File: src/rtl/des_mode_sequencer.sv
// Mode controller in front of a single-block DES encrypt core: ECB/CBC/CFB/OFB/CTR
// pre/post XOR, chaining/counter register, one block in flight, core-response timeout.
module des_mode_sequencer #(
  parameter int TIMEOUT_CYC = 64,
  parameter int TMO_W       = 7
) (
  input  logic        clk,
  input  logic        rstn,
  input  logic [2:0]  mode,
  input  logic [63:0] iv,
  input  logic        iv_load,
  input  logic        in_valid,
  output logic        in_ready,
  input  logic [63:0] in_data,
  output logic        out_valid,
  input  logic        out_ready,
  output logic [63:0] out_data,
  output logic        out_err,
  output logic [63:0] core_plain,
  output logic        core_plain_en,
  input  logic [63:0] core_cipher,
  input  logic        core_cipher_rdy,
  output logic        busy
);

  typedef enum logic [1:0] {
    S_IDLE = 2'd0,
    S_WAIT = 2'd1,
    S_OUT  = 2'd2
  } state_t;

  localparam logic [2:0] M_ECB = 3'd0;
  localparam logic [2:0] M_CBC = 3'd1;
  localparam logic [2:0] M_CFB = 3'd2;
  localparam logic [2:0] M_OFB = 3'd3;
  localparam logic [2:0] M_CTR = 3'd4;

  localparam logic [TMO_W-1:0] TMO_LIMIT = TMO_W'(TIMEOUT_CYC);

  state_t            state_q, state_d;
  logic [63:0]       chain_q, chain_d;
  logic [63:0]       blk_q, blk_d;
  logic [2:0]        mode_q, mode_d;
  logic [63:0]       core_plain_q, core_plain_d;
  logic              core_plain_en_q, core_plain_en_d;
  logic [63:0]       out_data_q, out_data_d;
  logic              out_valid_q, out_valid_d;
  logic              out_err_q, out_err_d;
  logic [TMO_W-1:0]  tmo_q, tmo_d;

  logic accept;
  logic strobe;
  logic timeout;

  function automatic logic mode_ok(input logic [2:0] m);
    return m <= M_CTR;
  endfunction

  function automatic logic [63:0] pre_xor(input logic [2:0] m, input logic [63:0] d,
                                          input logic [63:0] c);
    case (m)
      M_ECB:   return d;
      M_CBC:   return d ^ c;
      default: return c;
    endcase
  endfunction

  function automatic logic [63:0] post_xor(input logic [2:0] m, input logic [63:0] cipher,
                                           input logic [63:0] d);
    case (m)
      M_ECB, M_CBC: return cipher;
      default:      return cipher ^ d;
    endcase
  endfunction

  function automatic logic [63:0] next_chain(input logic [2:0] m, input logic [63:0] cipher,
                                             input logic [63:0] d, input logic [63:0] c);
    case (m)
      M_CBC:   return cipher;
      M_CFB:   return cipher ^ d;
      M_OFB:   return cipher;
      M_CTR:   return c + 64'd1;
      default: return c;
    endcase
  endfunction

  assign in_ready = rstn && (state_q == S_IDLE) && !iv_load;
  assign accept   = in_valid && in_ready;
  // The strobe is ignored in the pulse cycle itself; it is only valid from the cycle after.
  assign strobe   = (state_q == S_WAIT) && core_cipher_rdy && !core_plain_en_q;
  assign timeout  = (state_q == S_WAIT) && !strobe && (tmo_q == TMO_LIMIT);

  always_ff @(posedge clk) begin
    if (!rstn) begin
      state_q <= S_IDLE;
    end else begin
      state_q <= state_d;
    end
  end

  always_comb begin
    state_d = state_q;
    case (state_q)
      S_IDLE: if (accept) state_d = mode_ok(mode) ? S_WAIT : S_OUT;
      S_WAIT: if (strobe || timeout) state_d = S_OUT;
      S_OUT:  if (out_ready) state_d = S_IDLE;
      default: state_d = S_IDLE;
    endcase
  end

  always_comb begin
    chain_d         = chain_q;
    blk_d           = blk_q;
    mode_d          = mode_q;
    core_plain_d    = core_plain_q;
    core_plain_en_d = 1'b0;
    out_data_d      = out_data_q;
    out_valid_d     = out_valid_q;
    out_err_d       = out_err_q;
    tmo_d           = tmo_q;
    case (state_q)
      S_IDLE: begin
        if (iv_load) chain_d = iv;
        if (accept) begin
          blk_d  = in_data;
          mode_d = mode;
          tmo_d  = '0;
          if (mode_ok(mode)) begin
            core_plain_d    = pre_xor(mode, in_data, chain_q);
            core_plain_en_d = 1'b1;
          end else begin
            out_valid_d = 1'b1;
            out_err_d   = 1'b1;
            out_data_d  = '0;
          end
        end
      end
      S_WAIT: begin
        tmo_d = tmo_q + TMO_W'(1);
        if (strobe) begin
          out_data_d  = post_xor(mode_q, core_cipher, blk_q);
          chain_d     = next_chain(mode_q, core_cipher, blk_q, chain_q);
          out_valid_d = 1'b1;
          out_err_d   = 1'b0;
        end else if (timeout) begin
          out_data_d  = '0;
          out_valid_d = 1'b1;
          out_err_d   = 1'b1;
        end
      end
      S_OUT: begin
        if (out_ready) out_valid_d = 1'b0;
      end
      default: ;
    endcase
  end

  always_ff @(posedge clk) begin
    if (!rstn) begin
      chain_q         <= '0;
      core_plain_q    <= '0;
      core_plain_en_q <= 1'b0;
      out_data_q      <= '0;
      out_valid_q     <= 1'b0;
      out_err_q       <= 1'b0;
      tmo_q           <= '0;
    end else begin
      chain_q         <= chain_d;
      core_plain_q    <= core_plain_d;
      core_plain_en_q <= core_plain_en_d;
      out_data_q      <= out_data_d;
      out_valid_q     <= out_valid_d;
      out_err_q       <= out_err_d;
      tmo_q           <= tmo_d;
    end
  end

  // Captured block and mode are pure data; they are always written before use.
  always_ff @(posedge clk) begin
    blk_q  <= blk_d;
    mode_q <= mode_d;
  end

  assign core_plain    = core_plain_q;
  assign core_plain_en = core_plain_en_q;
  assign out_data      = out_data_q;
  assign out_valid     = out_valid_q;
  assign out_err       = out_err_q;
  assign busy          = (state_q != S_IDLE);

endmodule

File: config.mk
export PLATFORM = sky130hd
export DESIGN_NAME = des_mode_sequencer
export DESIGN_NICKNAME = d
export VERILOG_FILES = /design/src/rtl/des_mode_sequencer.sv
export SDC_FILE = /design/constraint.sdc
export NUM_CORES = 1
export LEC_CHECK = 0
export BUFFER_PORTS_ARGS = -buffer_cell sky130_fd_sc_hd__buf_4
export CORE_UTILIZATION = 40
export CTS_BUF_LIST = sky130_fd_sc_hd__clkbuf_4
export DETAILED_ROUTE_END_ITERATION = 8
export GPL_TIMING_DRIVEN = 0
export SYNTH_ARGS = -nofsm -noshare
export SYNTH_HDL_FRONTEND = slang
export SYNTH_SLANG_ARGS = --single-unit
File: constraint.sdc
create_clock -name clk -period 4.6 [get_ports clk]
set_input_delay 0.46 -clock clk [delete_from_list [all_inputs] [get_ports clk]]
set_output_delay 0.46 -clock clk [all_outputs]
set_load 0.01 [all_outputs]
After elaboration in Yosys (flattened, before gate mapping)
Index checks and enable logic that the tools add are counted.

operators by class
  add/subtract/negate cells = 2
  multipliers = 0
  div/mod/pow operators = 0
  order comparisons = 1
  eq/ne operators = 16
  shift operators = 0
  muxes and demuxes = 27
  bitwise operators = 2
  reduce and logical (&&, ||, !) cells = 27

operator list
  kind                                                  count
  two-way mux 64 bit                                    7
  case mux 64 bit (2 select lines)                      3
  case mux 64 bit (3 select lines)                      1
  XOR 64 bit                                            2
  adder 64 x 1 -> 64 bit (second input constant)        1
  case mux 7 bit (2 select lines)                       1
  != test 2 bit (second input constant)                 5
  AND reduction 3 bit                                   3
  two-way mux 2 bit                                     4
  AND reduction 4 bit                                   2
  adder 7 x 1 -> 7 bit (second input constant)          1
  equality test 7 bit (second input constant)           1
  logical AND 1 bit                                     7
  two-way mux 1 bit                                     7
  two-way mux 7 bit                                     1
  equality test 3 x 1 -> 1 bit (second input constant)  2
  equality test 3 x 2 -> 1 bit (second input constant)  2
  zero test 3 bit                                       2
  case mux 2 bit (3 select lines)                       1
  AND reduction 5 bit                                   1
  != test 4 x 2 -> 1 bit (second input constant)        1
  AND reduction 2 bit                                   2
  nonzero test 2 bit                                    2
  OR reduction 2 bit                                    2
  12 further kinds                                      14

storage, ports and cells
  flip-flop bits (word level) = 271
  bits in latches = 0
  memory bits (writable) = 0
  bits in read-only memories = 0
  input bits = 201
  memories kept = 0

Logic depth before layout (Yosys ltp)
  depth after elaboration = 9
  gate-level depth with buffers = 10
  depth with buffers taken out = 8

Worst setup path after synthesis
Ideal clock, no wire load.

  path type = register -> register
  from = reg state_q[0]
  to = reg core_plain_q[22] (netlist: core_plain[22])
  setup time = 0.065 ns
  arrival = 3.788 ns
  path slack = 0.747 ns
  stages on the path, launching flop included = 10
  period minus slack after synthesis = 3.853 ns
  cells stage by stage = dfxtp_1 > clkbuf_1 > nor4b_1 > and2_1 > nand2b_1 > clkbuf_1 > clkbuf_1 > a211oi_1 > a21oi_1 > nor2_1

on the way
  word-level cells in the longest chain between the ends = 5

ends and longest elaborated chain
  item                             line  source
  start, declared                  40    state_t state_q, state_d;
  start signal, assigned           97    state_q <= state_d;
  zero test 2 bit                  87    assign in_ready = rstn && (state_q == S_IDLE) && !iv_load;
  logical AND 1 bit (2 in series)  87
  net in_ready                     13    output logic in_ready,
  logical AND 1 bit                88    assign accept = in_valid && in_ready;
  AND reduction 3 bit (no line)    -
  end signal, assigned             169   core_plain_q <= core_plain_d;
  end, declared                    44    logic [63:0] core_plain_q, core_plain_d;

The timed path passes the listed nets, and every way through them passes these cells.
A chain may end at the register's enable or synchronous reset.

Worst setup path in the final report
  from = reg state_q[0]
  to = reg chain_q[27]

on the way
  word-level cells in the longest chain between the ends = 5
  elaborated cells between the ends (all ways) = 10
  those cells by class = eq/ne: 4; mux: 1; reduce/logical: 5

ends and longest elaborated chain
  item                             line     source
  equality test 2 x 1 -> 1 bit     90, 121
  logical AND 1 bit (2 in series)  90       assign strobe = (state_q == S_WAIT) && core_cipher_rdy && !core_plain_en_q;
  != test 2 bit (no line)          -
  AND reduction 4 bit (no line)    -
  end signal, assigned             168      chain_q <= chain_d;
  end, declared                    41       logic [63:0] chain_q, chain_d;

Parallel ways exist; a longest one is shown, timed or not.

==> reports/qor.csv <==
metric,value,unit
initial drt markers,1918,
Crit Path Max Fanout,10,
Post-Syn Area,0.0153,mm²
drt wl/cell,24.8,µm
GRT Total Usage,37.4,%
Yosys warnings,0,
post-DR vias/cell,6.04,
# setup viols final,0,
Gate power share,18.1,%
Layout area overhead,33.3,%
NumNets Final,2641,
die span in y,198,µm
initial core utilization,40.6,%
total power,6.13,mW
Crit path required time,5.29,ns
path type of the worst setup path,flop to flop,
drt total wl,74.6,mm
Max IR drop VDD,0.215,mV
Async SR Flop Fraction,0,%
Cells after Synth,1930,
flop2flop setup slack,0.38,ns
"Distinct cells, synth",74,
first-pass GRT wire length,107,mm
core area,0.0377,mm²
MaxCap Viol Count,1,
clock root buffer,clkbuf_4,
r2r worst-path depth,9,
vias,18200,
share of post-route cells with drive strength above 1,19.6,%
"area leader, netlist",dfxtp_1,
IO Pins,334,
status,"finished, violations left",
DR DRC count,0,
Critical R2R Capture,chain_q[27],
fmax,237,MHz
Final Cycle Share,91.8,%
register bit total from synthesis,271,
failing checks,max-capacitance violations,
fin crit period,4.22,ns
RR Startpoint,state_q[0],
Sequential Power Share,43.0,%
net count after synthesis,2134,
clk_lat worst skew,0.83,ns
Final HPWL DP,53.5,mm
"Cell Area, Placed",0.0185,mm²
top-count cell post-synth,nor2_1,
Lkg Pwr,7.66,nW
power density cells,301,mW/mm²
Min Hold Slack,0.0116,ns
clock sink count,271,
largest net degree at the start of global routing,45,
Final Hold Viols,0,
Clock Skews,0.0308,ns
num rows,71,
vias in the first global route,16900,
leading post-synthesis cells by cell area,"dfxtp_1 27%, edfxtp_1 13%, a21oi_1 6.6%, o21ai_0 5.9%, nor2_1 5.6%",
number of synthesized flops with an enable pin,67,
GRT Residual Overflow,0,
"Design Area, Final",0.0204,mm²
die outline area,0.0390,mm²
register area share after synthesis,39.8,%
I/O Buffers,333,
CTS tree,built,
H-tree depth,3,
Worst slew margin,0.0776,%
WP data arrival,4.91,ns
crit path to,chain_q[27],
Placer Congestion,0.963,
Psw,1.96,mW
total CTS buffers,80,
top-area cell type share of the netlist area,26.7,%
Hold/Removal Path Class,primary input to flop,
CP startpoint kind,flop,
Setup crit end kind,flop,
Clk pwr share,38.9,%
syn_area_per_cell,7.93,µm²
slew at the pin closest to its max-slew limit,1.50,ns
drt first pass iters,6,
Synth top cells by count,"229 x nor2_1, 204 x dfxtp_1, 202 x a21oi_1",
Most used DFF post-synth,dfxtp_1,
unrepaired setup endpoints after global routing,false,
Int Pwr,4.17,mW
CTS max path bufs,3,
max-slew violation count,0,
sw frac,32.0,%
Final ANT Viol Nets,0,
initial antenna violation count,2,
worst setup path startpoint,state_q[0],
Chip Width,198,µm
clock slew at reported path FFs,0.08,ns
-- worst min path at each step --
stage / from / to / slack, ns / cells past startpoint
after floorplan: tmo_q[6] / tmo_q[6] / 0.41 / 1
after global placement: tmo_q[6] / tmo_q[6] / 0.45 / 1
after detailed placement: tmo_q[6] / tmo_q[6] / 0.47 / 1
after CTS: iv[8] / chain_q[8] / 0.0002 / 3
after global routing: iv[8] / chain_q[8] / -0.006 / 3
final: iv[54] / chain_q[54] / 0.01 / 3
-- logic make-up after synthesis --
group / count (synthesis) / share of synthesized area (%)
muxes: 9 / 0.589
xor gates and xnor gates: 82 / 4.69
and+or+nand+nor: 666 / 20.9
AOI/OAI and AO/OA: 693 / 28.5
DFF: 271 / 39.8
buffers and inverters: 206 / 5.20
adders and majority gates: 3 / 0.245
-- area by class of cell --
class                      count  area (µm²)
sequential                   271        6100
antenna                        4        10.0
tap                          511         639
clock inverter                29         141
clock buffer                 115         863
inverter                      25        93.8
buffer                       181         702
fill                        3759       17300
multi-input combinational   1453        8410
timing repair buffer         425        3440
-- routing by layer --
metal | global-route usage (%) | wire length [µm] | vias to the layer above
li1 | - | - | 8200
met1 | 50.1 | 31400 | 8799
met2 | 58.0 | 33000 | 1032
met3 | 7.67 | 7100 | 172
met4 | 16.5 | 3120 | 0
met5 | 0 | 0 | -
-- state kept, by name, summed over array words and instances (netlist names) --
register,cells
blk_q,64
chain_q,64
core_plain,64
core_plain_en,1
mode_q,3
out_data,64
out_err,1
out_valid,1
state_q,2
tmo_q,7
-- power groups by stage --
stage | clock (mW) | sequential, mW | combinational, mW
2_1_floorplan | 0 | 2.66 | 0.513
3_3_place_gp | 0 | 2.68 | 0.993
3_5_place_dp | 0 | 2.68 | 1.01
4_1_cts | 2.40 | 2.63 | 1.08
5_1_grt | 2.53 | 2.64 | 1.17
6_report | 2.39 | 2.64 | 1.11
-- critical path, stage by stage, from the launching register on --
cell	delay (ns)
dfxtp_1	0.33
clkbuf_1	0.51
nor2b_1	0.20
clkbuf_1	0.31
clkbuf_1	0.70
clkbuf_1	0.68
clkbuf_1	0.87
o21ai_0	0.21
a21oi_1	0.17
o2bb2ai_1	0.08
-- per-stage QoR --
stage                     TNS, ns  util [%]  setup slack [ns]  instances
final                           0      54.2             0.378       3014
after global routing            0      54.1             0.443       3012
after CTS                       0      54.1             0.637       3010
after detailed placement        0      49.0             0.630       2775
after global placement     -90.77      49.0             -1.48       2774
after floorplan                 0         -             0.747       1930
-- cells in the final DEF, fill, tap and decap left out, types with 7 or more instances in the layout --
| cell type | instances |
|---|---|
| dfxtp_1 | 204 |
| o22ai_1 | 14 |
| clkinv_1 | 21 |
| o211a_1 | 13 |
| clkbuf_4 | 115 |
| o31ai_1 | 19 |
| o211ai_1 | 14 |
| xor2_1 | 7 |
| nand4_1 | 24 |
| a22oi_1 | 65 |
| a21oi_1 | 202 |
| nor3_1 | 42 |
| xnor2_1 | 75 |
| mux2i_1 | 9 |
| nor2b_1 | 33 |
| buf_2 | 12 |
| inv_1 | 25 |
| dlygate4sd3_1 | 91 |
| buf_4 | 333 |
| o32ai_1 | 11 |
| nor4_1 | 15 |
| and4_1 | 7 |
| o21ai_0 | 179 |
| a221oi_1 | 30 |
| nand3b_1 | 12 |
| nand2_1 | 149 |
| edfxtp_1 | 67 |
| nand3_1 | 95 |
| a211oi_1 | 68 |
| a31oi_1 | 23 |
| and3_1 | 14 |
| or3_1 | 10 |
| clkbuf_1 | 159 |
| buf_1 | 9 |
| nor2_1 | 229 |
-- repair_timing --
item                                   CTS  global route
hold buffers                            91             0
endpoints found under the hold margin   91             0
setup buffers                            0             0
resized for setup                        0             0
Note: power is estimated with default switching activity, not from simulation.
